**config.mk**
```make
export PLATFORM = sky130hd
export DESIGN_NAME = sdram_rw_arbiter_flat
export DESIGN_NICKNAME = d
export VERILOG_FILES = /design/src/rtl/sdram_rw_arbiter_if.sv /design/src/rtl/sdram_rw_arbiter.sv /design/src/flat_wrapper.sv
export SDC_FILE = /design/constraint.sdc
export NUM_CORES = 1
export LEC_CHECK = 0
export CAP_MARGIN = 0
export CORE_ASPECT_RATIO = 1.4
export CORE_UTILIZATION = 54
export CTS_CLUSTER_DIAMETER = 60
export CTS_CLUSTER_SIZE = 28
export DETAILED_ROUTE_END_ITERATION = 7
export GPL_ROUTABILITY_DRIVEN = 0
export GPL_TIMING_DRIVEN = 0
export PLACE_DENSITY = 0.81
export SETUP_SLACK_MARGIN = 0.1
export SYNTH_ARGS = -nofsm -noshare
export SYNTH_HDL_FRONTEND = slang
export SYNTH_SLANG_ARGS = --single-unit
```
**constraint.sdc**
```tcl
create_clock -name clk -period 3.3 [get_ports clk]
set_input_delay 0.66 -clock clk [delete_from_list [all_inputs] [get_ports clk]]
set_output_delay 0.66 -clock clk [all_outputs]
set_load 0.01 [all_outputs]
```
**src/rtl/sdram_rw_arbiter_if.sv**
```systemverilog
// Burst port between the frame-buffer arbiter (master) and the SDRAM controller (slave).
interface sdram_rw_arbiter_if;
  logic        intf_wr_req;
  logic        intf_rd_req;
  logic [24:0] intf_rw_addr;
  logic        intf_ack;
  logic [15:0] intf_rd_data;
  logic        intf_rd_data_vld;

  modport master (
    output intf_wr_req, intf_rd_req, intf_rw_addr,
    input  intf_ack, intf_rd_data, intf_rd_data_vld
  );

  modport slave (
    input  intf_wr_req, intf_rd_req, intf_rw_addr,
    output intf_ack, intf_rd_data, intf_rd_data_vld
  );
endinterface

```
**src/rtl/sdram_rw_arbiter.sv**
```systemverilog
// Round-robin burst arbiter sharing one SDRAM burst port between the camera-side write FIFO
// and the VGA-side read FIFO, with per-side linear frame addressing.
module sdram_rw_arbiter #(
  parameter int unsigned BURST_LEN   = 8,
  parameter int unsigned FRAME_WORDS = 307200,
  parameter logic [24:0] WR_BASE     = 25'd0,
  parameter logic [24:0] RD_BASE     = 25'd0,
  parameter int unsigned LVL_W       = 11
) (
  input  logic                clk,
  input  logic                rst_n,
  input  logic                en,
  input  logic [LVL_W-1:0]    wr_level,
  output logic                wr_pop,
  input  logic                wr_frame_start,
  input  logic [LVL_W-1:0]    rd_space,
  output logic                rd_push,
  output logic [15:0]         rd_push_data,
  input  logic                rd_frame_start,
  sdram_rw_arbiter_if.master  intf,
  output logic                busy
);

  localparam int unsigned     CntW      = $clog2(BURST_LEN + 1);
  localparam logic [CntW-1:0] LastBeat  = CntW'(BURST_LEN - 1);
  localparam logic [24:0]     BurstStep = 25'(BURST_LEN);
  localparam logic [24:0]     FrameEnd  = 25'(FRAME_WORDS);
  localparam logic [LVL_W-1:0] LvlBurst = LVL_W'(BURST_LEN);

  typedef enum logic [1:0] {StIdle, StWr, StRd, StRdWait} state_e;

  state_e          state_q;
  logic [24:0]     wr_off_q, rd_off_q;
  logic            last_rd_q;
  logic            wr_pend_q, rd_pend_q;
  logic [CntW-1:0] ack_cnt_q, vld_cnt_q;
  logic            wr_req_q, rd_req_q;
  logic [24:0]     addr_q;

  logic wr_rdy, rd_rdy, grant_wr, grant_rd;
  logic wr_done, rd_done, wr_side, rd_side;

  function automatic logic [24:0] adv(input logic [24:0] off);
    return (off + BurstStep == FrameEnd) ? '0 : off + BurstStep;
  endfunction

  assign wr_rdy   = en & (wr_level >= LvlBurst);
  assign rd_rdy   = en & (rd_space >= LvlBurst);
  // Write wins a tie unless it had the previous grant.
  assign grant_wr = (state_q == StIdle) & wr_rdy & (~rd_rdy | last_rd_q);
  assign grant_rd = (state_q == StIdle) & rd_rdy & ~grant_wr;

  assign wr_done = (state_q == StWr) & intf.intf_ack & (ack_cnt_q == LastBeat);
  assign rd_done = (state_q == StRdWait) & intf.intf_rd_data_vld & (vld_cnt_q == LastBeat);

  // A side being granted this cycle already counts as mid-burst for frame-start purposes.
  assign wr_side = (state_q == StWr) | grant_wr;
  assign rd_side = (state_q == StRd) | (state_q == StRdWait) | grant_rd;

  always_ff @(posedge clk or negedge rst_n) begin
    if (!rst_n) begin
      state_q   <= StIdle;
      wr_off_q  <= '0;
      rd_off_q  <= '0;
      last_rd_q <= 1'b1;
      wr_pend_q <= 1'b0;
      rd_pend_q <= 1'b0;
      ack_cnt_q <= '0;
      vld_cnt_q <= '0;
      wr_req_q  <= 1'b0;
      rd_req_q  <= 1'b0;
      addr_q    <= WR_BASE;
    end else begin
      if (wr_done) begin
        wr_off_q  <= (wr_pend_q | wr_frame_start) ? '0 : adv(wr_off_q);
        wr_pend_q <= 1'b0;
      end else if (wr_frame_start) begin
        if (wr_side) wr_pend_q <= 1'b1;
        else         wr_off_q  <= '0;
      end

      if (rd_done) begin
        rd_off_q  <= (rd_pend_q | rd_frame_start) ? '0 : adv(rd_off_q);
        rd_pend_q <= 1'b0;
      end else if (rd_frame_start) begin
        if (rd_side) rd_pend_q <= 1'b1;
        else         rd_off_q  <= '0;
      end

      unique case (state_q)
        StIdle: begin
          ack_cnt_q <= '0;
          vld_cnt_q <= '0;
          if (grant_wr) begin
            state_q   <= StWr;
            wr_req_q  <= 1'b1;
            addr_q    <= WR_BASE + wr_off_q;
            last_rd_q <= 1'b0;
          end else if (grant_rd) begin
            state_q   <= StRd;
            rd_req_q  <= 1'b1;
            addr_q    <= RD_BASE + rd_off_q;
            last_rd_q <= 1'b1;
          end
        end
        StWr: begin
          // Drop req after the first ack so the controller cannot start a second burst.
          if (intf.intf_ack) begin
            wr_req_q  <= 1'b0;
            ack_cnt_q <= ack_cnt_q + 1'b1;
            if (ack_cnt_q == LastBeat) state_q <= StIdle;
          end
        end
        StRd: begin
          if (intf.intf_ack) begin
            rd_req_q  <= 1'b0;
            ack_cnt_q <= ack_cnt_q + 1'b1;
            if (ack_cnt_q == LastBeat) state_q <= StRdWait;
          end
          if (intf.intf_rd_data_vld) vld_cnt_q <= vld_cnt_q + 1'b1;
        end
        StRdWait: begin
          if (intf.intf_rd_data_vld) begin
            vld_cnt_q <= vld_cnt_q + 1'b1;
            if (vld_cnt_q == LastBeat) state_q <= StIdle;
          end
        end
        default: state_q <= StIdle;
      endcase
    end
  end

  assign wr_pop            = (state_q == StWr) & intf.intf_ack;
  assign rd_push           = intf.intf_rd_data_vld & ((state_q == StRd) | (state_q == StRdWait));
  assign rd_push_data      = intf.intf_rd_data;
  assign intf.intf_wr_req  = wr_req_q;
  assign intf.intf_rd_req  = rd_req_q;
  assign intf.intf_rw_addr = addr_q;
  assign busy              = (state_q != StIdle);

endmodule

```
**src/flat_wrapper.sv**
```systemverilog
// flat-port wrapper written by rule: the top's interface ports become plain ports
module sdram_rw_arbiter_flat 
#(
  parameter int unsigned BURST_LEN   = 8,
  parameter int unsigned FRAME_WORDS = 307200,
  parameter logic [24:0] WR_BASE     = 25'd0,
  parameter logic [24:0] RD_BASE     = 25'd0,
  parameter int unsigned LVL_W       = 11
)
  (clk, rst_n, en, wr_level, wr_pop, wr_frame_start, rd_space, rd_push, rd_push_data, rd_frame_start, busy, intf_intf_wr_req, intf_intf_rd_req, intf_intf_rw_addr, intf_intf_ack, intf_intf_rd_data, intf_intf_rd_data_vld);
  sdram_rw_arbiter_if intf_i ();
  input  logic clk;
  input  logic rst_n;
  input  logic en;
  input  logic [LVL_W-1:0] wr_level;
  output logic wr_pop;
  input  logic wr_frame_start;
  input  logic [LVL_W-1:0] rd_space;
  output logic rd_push;
  output logic [15:0] rd_push_data;
  input  logic rd_frame_start;
  output logic busy;
  output wire logic [$bits(intf_i.intf_wr_req)-1:0] intf_intf_wr_req;
  output wire logic [$bits(intf_i.intf_rd_req)-1:0] intf_intf_rd_req;
  output wire logic [$bits(intf_i.intf_rw_addr)-1:0] intf_intf_rw_addr;
  input wire logic [$bits(intf_i.intf_ack)-1:0] intf_intf_ack;
  input wire logic [$bits(intf_i.intf_rd_data)-1:0] intf_intf_rd_data;
  input wire logic [$bits(intf_i.intf_rd_data_vld)-1:0] intf_intf_rd_data_vld;
  assign intf_intf_wr_req = intf_i.intf_wr_req;
  assign intf_intf_rd_req = intf_i.intf_rd_req;
  assign intf_intf_rw_addr = intf_i.intf_rw_addr;
  assign intf_i.intf_ack = intf_intf_ack;
  assign intf_i.intf_rd_data = intf_intf_rd_data;
  assign intf_i.intf_rd_data_vld = intf_intf_rd_data_vld;
  sdram_rw_arbiter #(.BURST_LEN(BURST_LEN), .FRAME_WORDS(FRAME_WORDS), .WR_BASE(WR_BASE), .RD_BASE(RD_BASE), .LVL_W(LVL_W)) u_core (.clk(clk), .rst_n(rst_n), .en(en), .wr_level(wr_level), .wr_pop(wr_pop), .wr_frame_start(wr_frame_start), .rd_space(rd_space), .rd_push(rd_push), .rd_push_data(rd_push_data), .rd_frame_start(rd_frame_start), .intf(intf_i), .busy(busy));
endmodule
```
Word level (Yosys, flattened, before mapping)
Cells that the tools add are included.
{ "word_totals": {"input_bits": 45, "regBits": 90} }
{ "op_classes": {"n_mux": 38, "addsub": 4, "reduce_logical": 23, "n_eq_ne": 21, "n_lt_le_gt_ge": 2, "n_bitwise": 19} }
{ "op_table": {"columns": ["operator", "count"], "rows": [
  ["$mux W25", 12],
  ["$add A25 B4 Y25 const B", 2],
  ["$eq A25 B19 Y1 const B", 2],
  ["$ge A11 B4 Y1 const B", 2],
  ["$reduce_bool A2 Y1", 10],
  ["$mux W2", 8],
  ["$pmux W4 S2", 2],
  ["$ne A2 B1 Y1 const B", 7],
  ["$reduce_and A2 Y1", 7],
  ["$ne A2 B2 Y1 const B", 6],
  ["$and A1 B1 Y1", 11],
  ["$mux W1", 11],
  ["$add A4 B1 Y4 const B", 2],
  ["$eq A4 B3 Y1 const B", 2],
  ["$mux W4", 2],
  ["$pmux W2 S4", 1],
  ["$reduce_and A7 Y1", 1],
  ["$or A1 B1 Y1", 6],
  ["$eq A2 B2 Y1 const B", 2],
  ["$pmux W1 S2", 2],
  ["$reduce_and A4 Y1", 1],
  ["$reduce_or A2 Y1", 2],
  ["$ne A3 B1 Y1 const B", 1],
  ["$reduce_and A3 Y1", 1],
  ["other kinds (3)", 4]
]} }

Depth between registers and ports, before layout
Gate-level depths: netlist (run 1).
{ "depth": {"word_depth": 11, "depth_mapped": 10, "ltp_nobuf": 8} }

Worst setup path after synthesis (run 1)
OpenSTA, ideal clock, no wires.
{ "synth_path": {"path_type": "input to register", "from": "input rd_space[4]", "to": "register u_core.wr_req_q, in the netlist u_core.intf.intf_wr_req", "n_path_buf": 2, "path_slack_ns": 0.809, "setup_ns": 0.128, "stages": 8, "t_arrival_ns": 2.364, "cell_sequence": "or4_1 -> nor2_1 -> o2111a_1 -> buf_1 -> clkbuf_1 -> o21ai_0 -> nand2_1 -> o21ai_0"} }
{ "synth_between": {"elab_chain_cells": 7} }
{ "synth_rtl": {"columns": ["item", "line", "text"], "rows": [
  ["start: declaration", "flat_wrapper.sv:18", "input logic [LVL_W-1:0] rd_space;"],
  ["$ge A11 B4 Y1", "sdram_rw_arbiter.sv:48", "assign rd_rdy = en & (rd_space >= LvlBurst);"],
  ["$and A1 B1 Y1", "sdram_rw_arbiter.sv:48", null],
  ["$not A1 Y1", "sdram_rw_arbiter.sv:50", "assign grant_wr = (state_q == StIdle) & wr_rdy & (~rd_rdy | last_rd_q);"],
  ["$or A1 B1 Y1", "sdram_rw_arbiter.sv:50", null],
  ["$and A1 B1 Y1", "sdram_rw_arbiter.sv:50", null],
  ["$ne A2 B1 Y1 (no source line)", null, null],
  ["$reduce_and A3 Y1 (no source line)", null, null],
  ["end signal: assignment", "sdram_rw_arbiter.sv:70", "wr_req_q <= 1'b0;"],
  ["end signal: assignment", "sdram_rw_arbiter.sv:96", "wr_req_q <= 1'b1;"],
  ["end signal: assignment", "sdram_rw_arbiter.sv:109", "wr_req_q <= 1'b0;"],
  ["end: declaration", "sdram_rw_arbiter.sv:37", "logic wr_req_q, rd_req_q;"]
]} }
Every way passes these cells.
A chain may end at the register's enable or synchronous reset.

Worst setup path after layout (run 1)
{ "layout_path": {"from": "input intf_intf_rd_data_vld", "to": "register u_core.rd_off_q[8]"} }
{ "layout_between": {"elab_chain_cells": 4, "elab_cells_between_ends": 6, "cone_classes": "eq/ne: 1; mux: 1; bitwise: 2; reduce/logical: 2"} }
{ "layout_rtl": {"columns": ["item", "line", "text"], "rows": [
  ["start: declaration", "flat_wrapper.sv:28", "input wire logic [$bits(intf_i.intf_rd_data_vld)-1:0] intf_intf_rd_data_vld;"],
  ["$and A1 B1 Y1 (*) (2 in a row)", "sdram_rw_arbiter.sv:54", "assign rd_done = (state_q == StRdWait) & intf.intf_rd_data_vld & (vld_cnt_q == LastBeat);"],
  ["$ne A2 B1 Y1 (no source line) or $reduce_bool A2 Y1 (tied branches)", null, null],
  ["$reduce_and A2 Y1 (no source line)", null, null],
  ["end signal: assignment", "sdram_rw_arbiter.sv:83", "rd_off_q <= (rd_pend_q | rd_frame_start) ? '0 : adv(rd_off_q);"],
  ["end: declaration", "sdram_rw_arbiter.sv:33", "logic [24:0] wr_off_q, rd_off_q;"]
]} }
Mark *: on every way between the ends. The rest lies on a longest branch, timed or not.

==> run summary, run 1 <==
run status: finished clean
post-synthesis xor/xnor area fraction: 0.00822
max-cap viol count: 0
register area share after synthesis: 0.381
pwr/cell area: 445 nW/um^2
clk buf depth: 2
post-synthesis compound-gate area fraction: 0.240
Critical Path AT: 3.25 ns
Die Y: 120 um
routed len/inst: 18.5 um
gr ovfl total: 0
clk slew on worst S/H paths: 0.06 ns
post-place setup slack: -0.0274 ns
H-Tree Depth: 3
CTS root buffer: clkbuf_16
Leakage: 2.63 nW
cts bufs inserted: 9
Fmax: 329 MHz
final wirelength: 15200 um
Die ar.: 10300 um^2
drt drc: 0
via count: 5316
mux share of post-synthesis cell area: 0.0181
post-route cell area: 6460 um^2
highest metal used: met4
cell taking the most area after synthesis: dfrtp_1
critical path type: in2reg
simple-gate portion of the synthesized area: 0.251
Most used DFF post-synth: dfrtp_1
Required @ worst endpoint: 3.51 ns
Mean Syn Cell Area: 8.76 um^2
main combinational cell family by area after synthesis: simple AND/OR/NAND/NOR gates
TritonCTS clock tree: done
IO Count: 91
Slew HR: 0.379
Power Total: 0.00287 W
Antenna diodes: 0
Setup TNS: 0 ns
total track usage: 0.301
P_int: 0.00193 W
Initial Util: 0.560
worst skew pair latency: 0.34 ns
number of flops mapped to enable cells by yosys: 0
RSZ-0062 raised after global routing: no
synth warn: 0
Comb pwr share: 0.275
Fin. Hold Viols: 0
Port-buffer cells: 64
most common cell in the netlist: dfrtp_1
synth cell count leaders: 80 x dfrtp_1, 56 x o21ai_0, 44 x nand2_1, 43 x nor2_1, 30 x clkbuf_1
ys async rst share: 1.00
Syn Std Cell Area: 5330 um^2
Clock power frac: 0.329
Peak VDD IR: 0.000287 V
Final Core Density: 0.679
P&R area growth vs syn: 21.2%
crit end category: flop
Sw Share: 0.329
iteration-0 DRC count of the detailed router: 399
area share of the largest cell type after synthesis: 0.376
switching power: 0.000945 W
Final setup viols: 0
Sequential Power Share: 0.396
Synth Register Bits: 81
post-route ant nets: 0
Die X: 86.0 um
Layout Nets: 739
dpl cell area: 6170 um^2
met3 wire len: 927 um
Period minus WS final: 3.04 ns
DR WL met2: 7480 um
top fanout value on the critical path: 10
Slew Limit Fails: 0
global-route wire length before repair: 24200 um
post-route clock skew: 0.0109 ns
Distinct cells, synth: 75
Vias/cell: 6.46
largest net degree at the start of global routing: 66
num rows: 42
DRT met1 WL: 6060 um
worst slew pin tran: 0.924 ns
Worst Slack Setup Final: 0.257 ns
hold_buf cts: 0
share of cells above drive strength 1: 0.114
dpl hpwl: 11000 um
adder-cell share of the synthesized area: 0.0188
Startpoint Class: input pin
initial antenna violation count: 0
# clock sinks: 81
Area contributors post-synth: dfrtp_1 38%, o21ai_0 5.3%, a221o_1 3.6%
DRT Pass-1 Iters: 5
post-synthesis instance total: 608
vias in the first global route: 4950
Core Footprint: 9510 um^2
Hold WC Path Type: in2async
period utilisation layout: 0.922
[worst max-delay path, cell delays in order]
cell and delay, ns:
clkdlybuf4s50_1 0.54, nand2_1 0.11, nor3_1 0.76, nand2_1 0.39, clkbuf_1 0.36, o41ai_1 0.44
[flip-flops by register name (all words and copies together) (netlist names)]
name and count:
u_core.intf.intf_rw_addr 22, u_core.rd_off_q 22, u_core.wr_off_q 22, u_core.ack_cnt_q 4, u_core.vld_cnt_q 4, u_core.state_q 2, u_core.intf.intf_rd_req 1, u_core.intf.intf_wr_req 1
u_core.last_rd_q 1, u_core.rd_pend_q 1, u_core.wr_pend_q 1
[layout by cell type (no fill, tap or decap), drive strengths merged, types with 5 or more instances in the layout]
cell type and count:
o211ai 5, dfrtp 80, nor4 9, and3 12, nand2 45, nor3 13, nand4 19, inv 12
or3 7, a21oi 19, buf 36, clkbuf 46, nand3 26, clkdlybuf4s50 63, o21ai 61, and4 10
or4 5, mux2 5, nor2 43, nand2b 5, o41ai 10, a221o 20, nor2b 26, a31oi 12
ha 8, o31ai 16, nor3b 6
[timing repair]
item	CTS	global route
buffers inserted	0	0
gates resized for setup	0	2
hold endpoints to repair	0	0
setup endpoints to repair	0	5
[cells by family after synthesis]
kind of cell,after synthesis
AND/OR/NAND/NOR,240
AO/OA/AOI/OAI,184
flip-flops,81
buffers and inverters,80
multiplexers,9
adder cells (fa/ha/maj),8
XOR/XNOR,5
other,1
[power groups by stage]
stage	Sequential (W)	Combinational (W)	Clock, W
CTS	0.00113	0.000782	0.000954
detailed placement	0.00115	0.000778	0
floorplan	0.00114	0.000493	0
global route	0.00115	0.000865	0.000991
finish	0.00114	0.000792	0.000944
global placement	0.00115	0.000747	0
[layout make-up]
class,instances,area (um^2)
fillers,751,3050
multi-input cells,449,2880
flip-flops and latches,81,2030
repair buffers,65,666
plain buffers,68,397
clock buffers,13,260
well taps,132,165
inverters,12,45.0
clock inverters,3,15.0
[metal layers]
| layer | up-vias | track usage |
|---|---|---|
| met3 | 64 | 0.0378 |
| li1 | 2442 | - |
| met5 | - | 0 |
| met1 | 2540 | 0.372 |
| met2 | 270 | 0.495 |
| met4 | 0 | 0.188 |
[metrics by stage]
step | hold slack [ns] | std cells
after floorplan | 0.364 | 610
after global placement | 0.457 | 806
after detailed placement | 0.467 | 807
after CTS | 0.191 | 823
after global routing | 0.203 | 823
final | 0.188 | 823
[path summary, 6_finish.rpt]
path | endpoint | from | slack (ns) | cells past startpoint
worst min-delay path | u_core.wr_off_q[19] | rst_n | 0.19 | 1
worst max-delay path | u_core.rd_off_q[8] | intf_intf_rd_data_vld | 0.26 | 6
max in group asynchronous | u_core.last_rd_q | rst_n | 2.49 | 2
worst max register to register | u_core.wr_off_q[18] | u_core.wr_off_q[4] | 0.29 | 9
min in group clk | u_core.vld_cnt_q[3] | u_core.vld_cnt_q[3] | 0.50 | 1
worst min register to register | u_core.vld_cnt_q[3] | u_core.vld_cnt_q[3] | 0.50 | 1
Note: power is estimated with default switching activity, not from simulation.
==> run 2, diff against run 1 <==
--- a/config.mk
+++ b/config.mk
@@ -7,14 +7,16 @@
 export LEC_CHECK = 0
 export CAP_MARGIN = 0
 export CORE_ASPECT_RATIO = 1.4
-export CORE_UTILIZATION = 54
+export CORE_UTILIZATION = 55
+export CTS_BUF_LIST = sky130_fd_sc_hd__clkbuf_4 sky130_fd_sc_hd__clkbuf_8
 export CTS_CLUSTER_DIAMETER = 60
 export CTS_CLUSTER_SIZE = 28
 export DETAILED_ROUTE_END_ITERATION = 7
 export GPL_ROUTABILITY_DRIVEN = 0
 export GPL_TIMING_DRIVEN = 0
-export PLACE_DENSITY = 0.81
+export PLACE_DENSITY = 0.82
 export SETUP_SLACK_MARGIN = 0.1
+export SKIP_CTS_REPAIR_TIMING = 1
 export SYNTH_ARGS = -nofsm -noshare
 export SYNTH_HDL_FRONTEND = slang
 export SYNTH_SLANG_ARGS = --single-unit
==> run 2 against run 1 <==
Compared with the run above:
- worst hold slack worse by 0.028 ns
- worst setup slack worse by 0.00092 ns
- clock skew is 0.0017 ns higher
- combinational power hardly changed
- clock power is 19% lower
- register-to-register slack worse by 0.03 ns
- total power is 6.5% lower
- critical path depth is 3 higher
- count of clock-buffer cells in the layout stayed put
==> run summary, run 2 (synthesis results as in run 1) <==
slowest cell delay on critical path: 0.53 ns (-0.23 ns)
period utilisation layout: 0.923 (about the same)
CTS root buffer: clkbuf_8
critical path type: reg2reg
Fillers: 789 (+5.1%)
P&R area growth vs syn: 19.2%
IO Count: 91 (unchanged)
dpl cell area: 6140 um^2 (-0.45%)
cts bufs inserted: 9 (unchanged)
R2R depth: 9 (unchanged)
CP top delay family: simple AND/OR/NAND/NOR gates
commonest non-fill, non-tap cell in the layout: dfrtp_1
crit path cell chain: ha_1 -> clkbuf_8 -> or4bb_1 -> a311oi_1 -> o221ai_1 -> nor4b_1 -> and4_1 -> o21ai_1 -> a211o_1
Slew Limit Fails: 0 (unchanged)
crit end category: flop
RSZ-0062 raised after global routing: no
Antenna diodes: 0 (unchanged)
gr ovfl total: 0 (unchanged)
Hold Slack: 0.160 ns (-0.0277 ns)
run status: finished clean
Fmax: 328 MHz (about the same)
Leakage: 2.59 nW (-1.2%)
initial antenna violation count: 0 (unchanged)
TritonCTS clock tree: done
register area: 2030 um^2 (unchanged)
Power Total: 0.00269 W (-6.5%)
Critical Path AT: 3.30 ns (+0.05 ns)
post-route cell area: 6350 um^2 (-1.6%)
Final setup viols: 0 (unchanged)
worst skew pair latency: 0.37 ns (+0.03 ns)
H-Tree Depth: 3 (unchanged)
worst slew pin tran: 0.818 ns (-0.106 ns)
share of cells above drive strength 1: 0.117 (+0.00289)
Peak VDD IR: 0.000245 V (-15%)
Port-buffer cells: 64 (unchanged)
global-route wire length before repair: 23900 um (-0.86%)
Die Y: 118 um (-0.90%)
drt drc: 0 (unchanged)
max-cap viol count: 0 (unchanged)
DR WL met2: 7430 um (-0.67%)
DRT met1 WL: 5890 um (-2.8%)
vias in the first global route: 5004 (+1.1%)
DRT Pass-1 Iters: 5 (unchanged)
dpl hpwl: 10900 um (-1.3%)
Layout Nets: 739 (unchanged)
Core Footprint: 9460 um^2 (-0.55%)
Slew HR: 0.450 (+0.0710)
non-filler cells, final: 801 (-2.7%)
clk slew on worst S/H paths: 0.08 ns (+0.02 ns)
Period minus WS final: 3.04 ns (+0.000923 ns)
pwr/cell area: 423 nW/um^2 (-4.9%)
WP buf/inv: 1 (-1)
Required @ worst endpoint: 3.56 ns (+0.05 ns)
Vias/cell: 6.74 (+4.3%)
Initial Util: 0.563 (+0.00311)
Worst path depth: 9 (+3)
Die X: 85.2 um (-0.89%)
Hold WC Path Type: in2async
post-route ant nets: 0 (unchanged)
iteration-0 DRC count of the detailed router: 472 (+18%)
met3 wire len: 993 um (+7.1%)
routed len/inst: 18.7 um (+1.2%)
num rows: 42 (unchanged)
Die ar.: 10100 um^2 (-1.8%)
area of the multi-input gates: 2880 um^2 (about the same)
via count: 5398 (+1.5%)
clk buf depth: 2 (unchanged)
Startpoint Class: flop
Inst Count DP: 785 (-2.7%)
Fin. Hold Viols: 0 (unchanged)
post-route clock skew: 0.0126 ns (+0.00173 ns)
total track usage: 0.300 (-0.000729)
# clock sinks: 81 (unchanged)
final wirelength: 15000 um (-1.5%)
most frequent cells in the layout: 80 x dfrtp_1, 63 x clkdlybuf4s50_1, 56 x o21ai_0
highest metal used: met4
top fanout value on the critical path: 10 (unchanged)
largest net degree at the start of global routing: 65 (-1.5%)
CP max stage cell: dfrtp_1
==> run 2: final timing paths <==
| path | startpoint | endpoint | slack [ns] |
|---|---|---|---|
| max in group asynchronous | rst_n | u_core.last_rd_q | 2.51 |
| max reg2reg | u_core.wr_off_q[4] | u_core.wr_off_q[18] | 0.26 |
| min reg2reg | u_core.vld_cnt_q[3] | u_core.vld_cnt_q[3] | 0.48 |
| min in group clk | u_core.vld_cnt_q[3] | u_core.vld_cnt_q[3] | 0.48 |
| max | u_core.wr_off_q[4] | u_core.wr_off_q[18] | 0.26 |
| min | rst_n | u_core.wr_off_q[7] | 0.16 |
==> run 2: through the flow <==
stage                     setup TNS, ns  setup WS, ns  utilization
final                                 0         0.256        0.672
after global routing                  0         0.114        0.672
after CTS                             0         0.304        0.670
after detailed placement        -0.0526       -0.0526        0.649
after global placement          -105.02         -1.32        0.646
after floorplan                       0         0.809            -
==> run 2: final cells by class <==
cell class	instances	area share
Multi-Input combinational cell	449	0.453
Sequential cell	81	0.319
Timing Repair Buffer	65	0.105
Buffer	68	0.0624
Clock buffer	13	0.0252
Tap cell	110	0.0217
Inverter	12	0.00709
Clock inverter	3	0.00630
==> run 2: worst reg2reg max path, cell delays in order, from the launching register on <==
cell	delay (ns)
dfrtp_1	0.53
ha_1	0.23
clkbuf_8	0.16
or4bb_1	0.48
a311oi_1	0.39
o221ai_1	0.23
nor4b_1	0.29
and4_1	0.28
o21ai_1	0.09
a211o_1	0.26
==> run 2: routing by layer <==
metal  GRT usage  vias up
met2       0.501      313
met4       0.176        0
met1       0.369     2593
li1            -     2437
met3      0.0391       55
met5           0        -
==> run 2: report_power, final <==
part,switching (W),internal (W)
clock network,0.000366,0.000394
registers,0.0000708,0.00107
logic,0.000479,0.000313
total,0.000916,0.00177
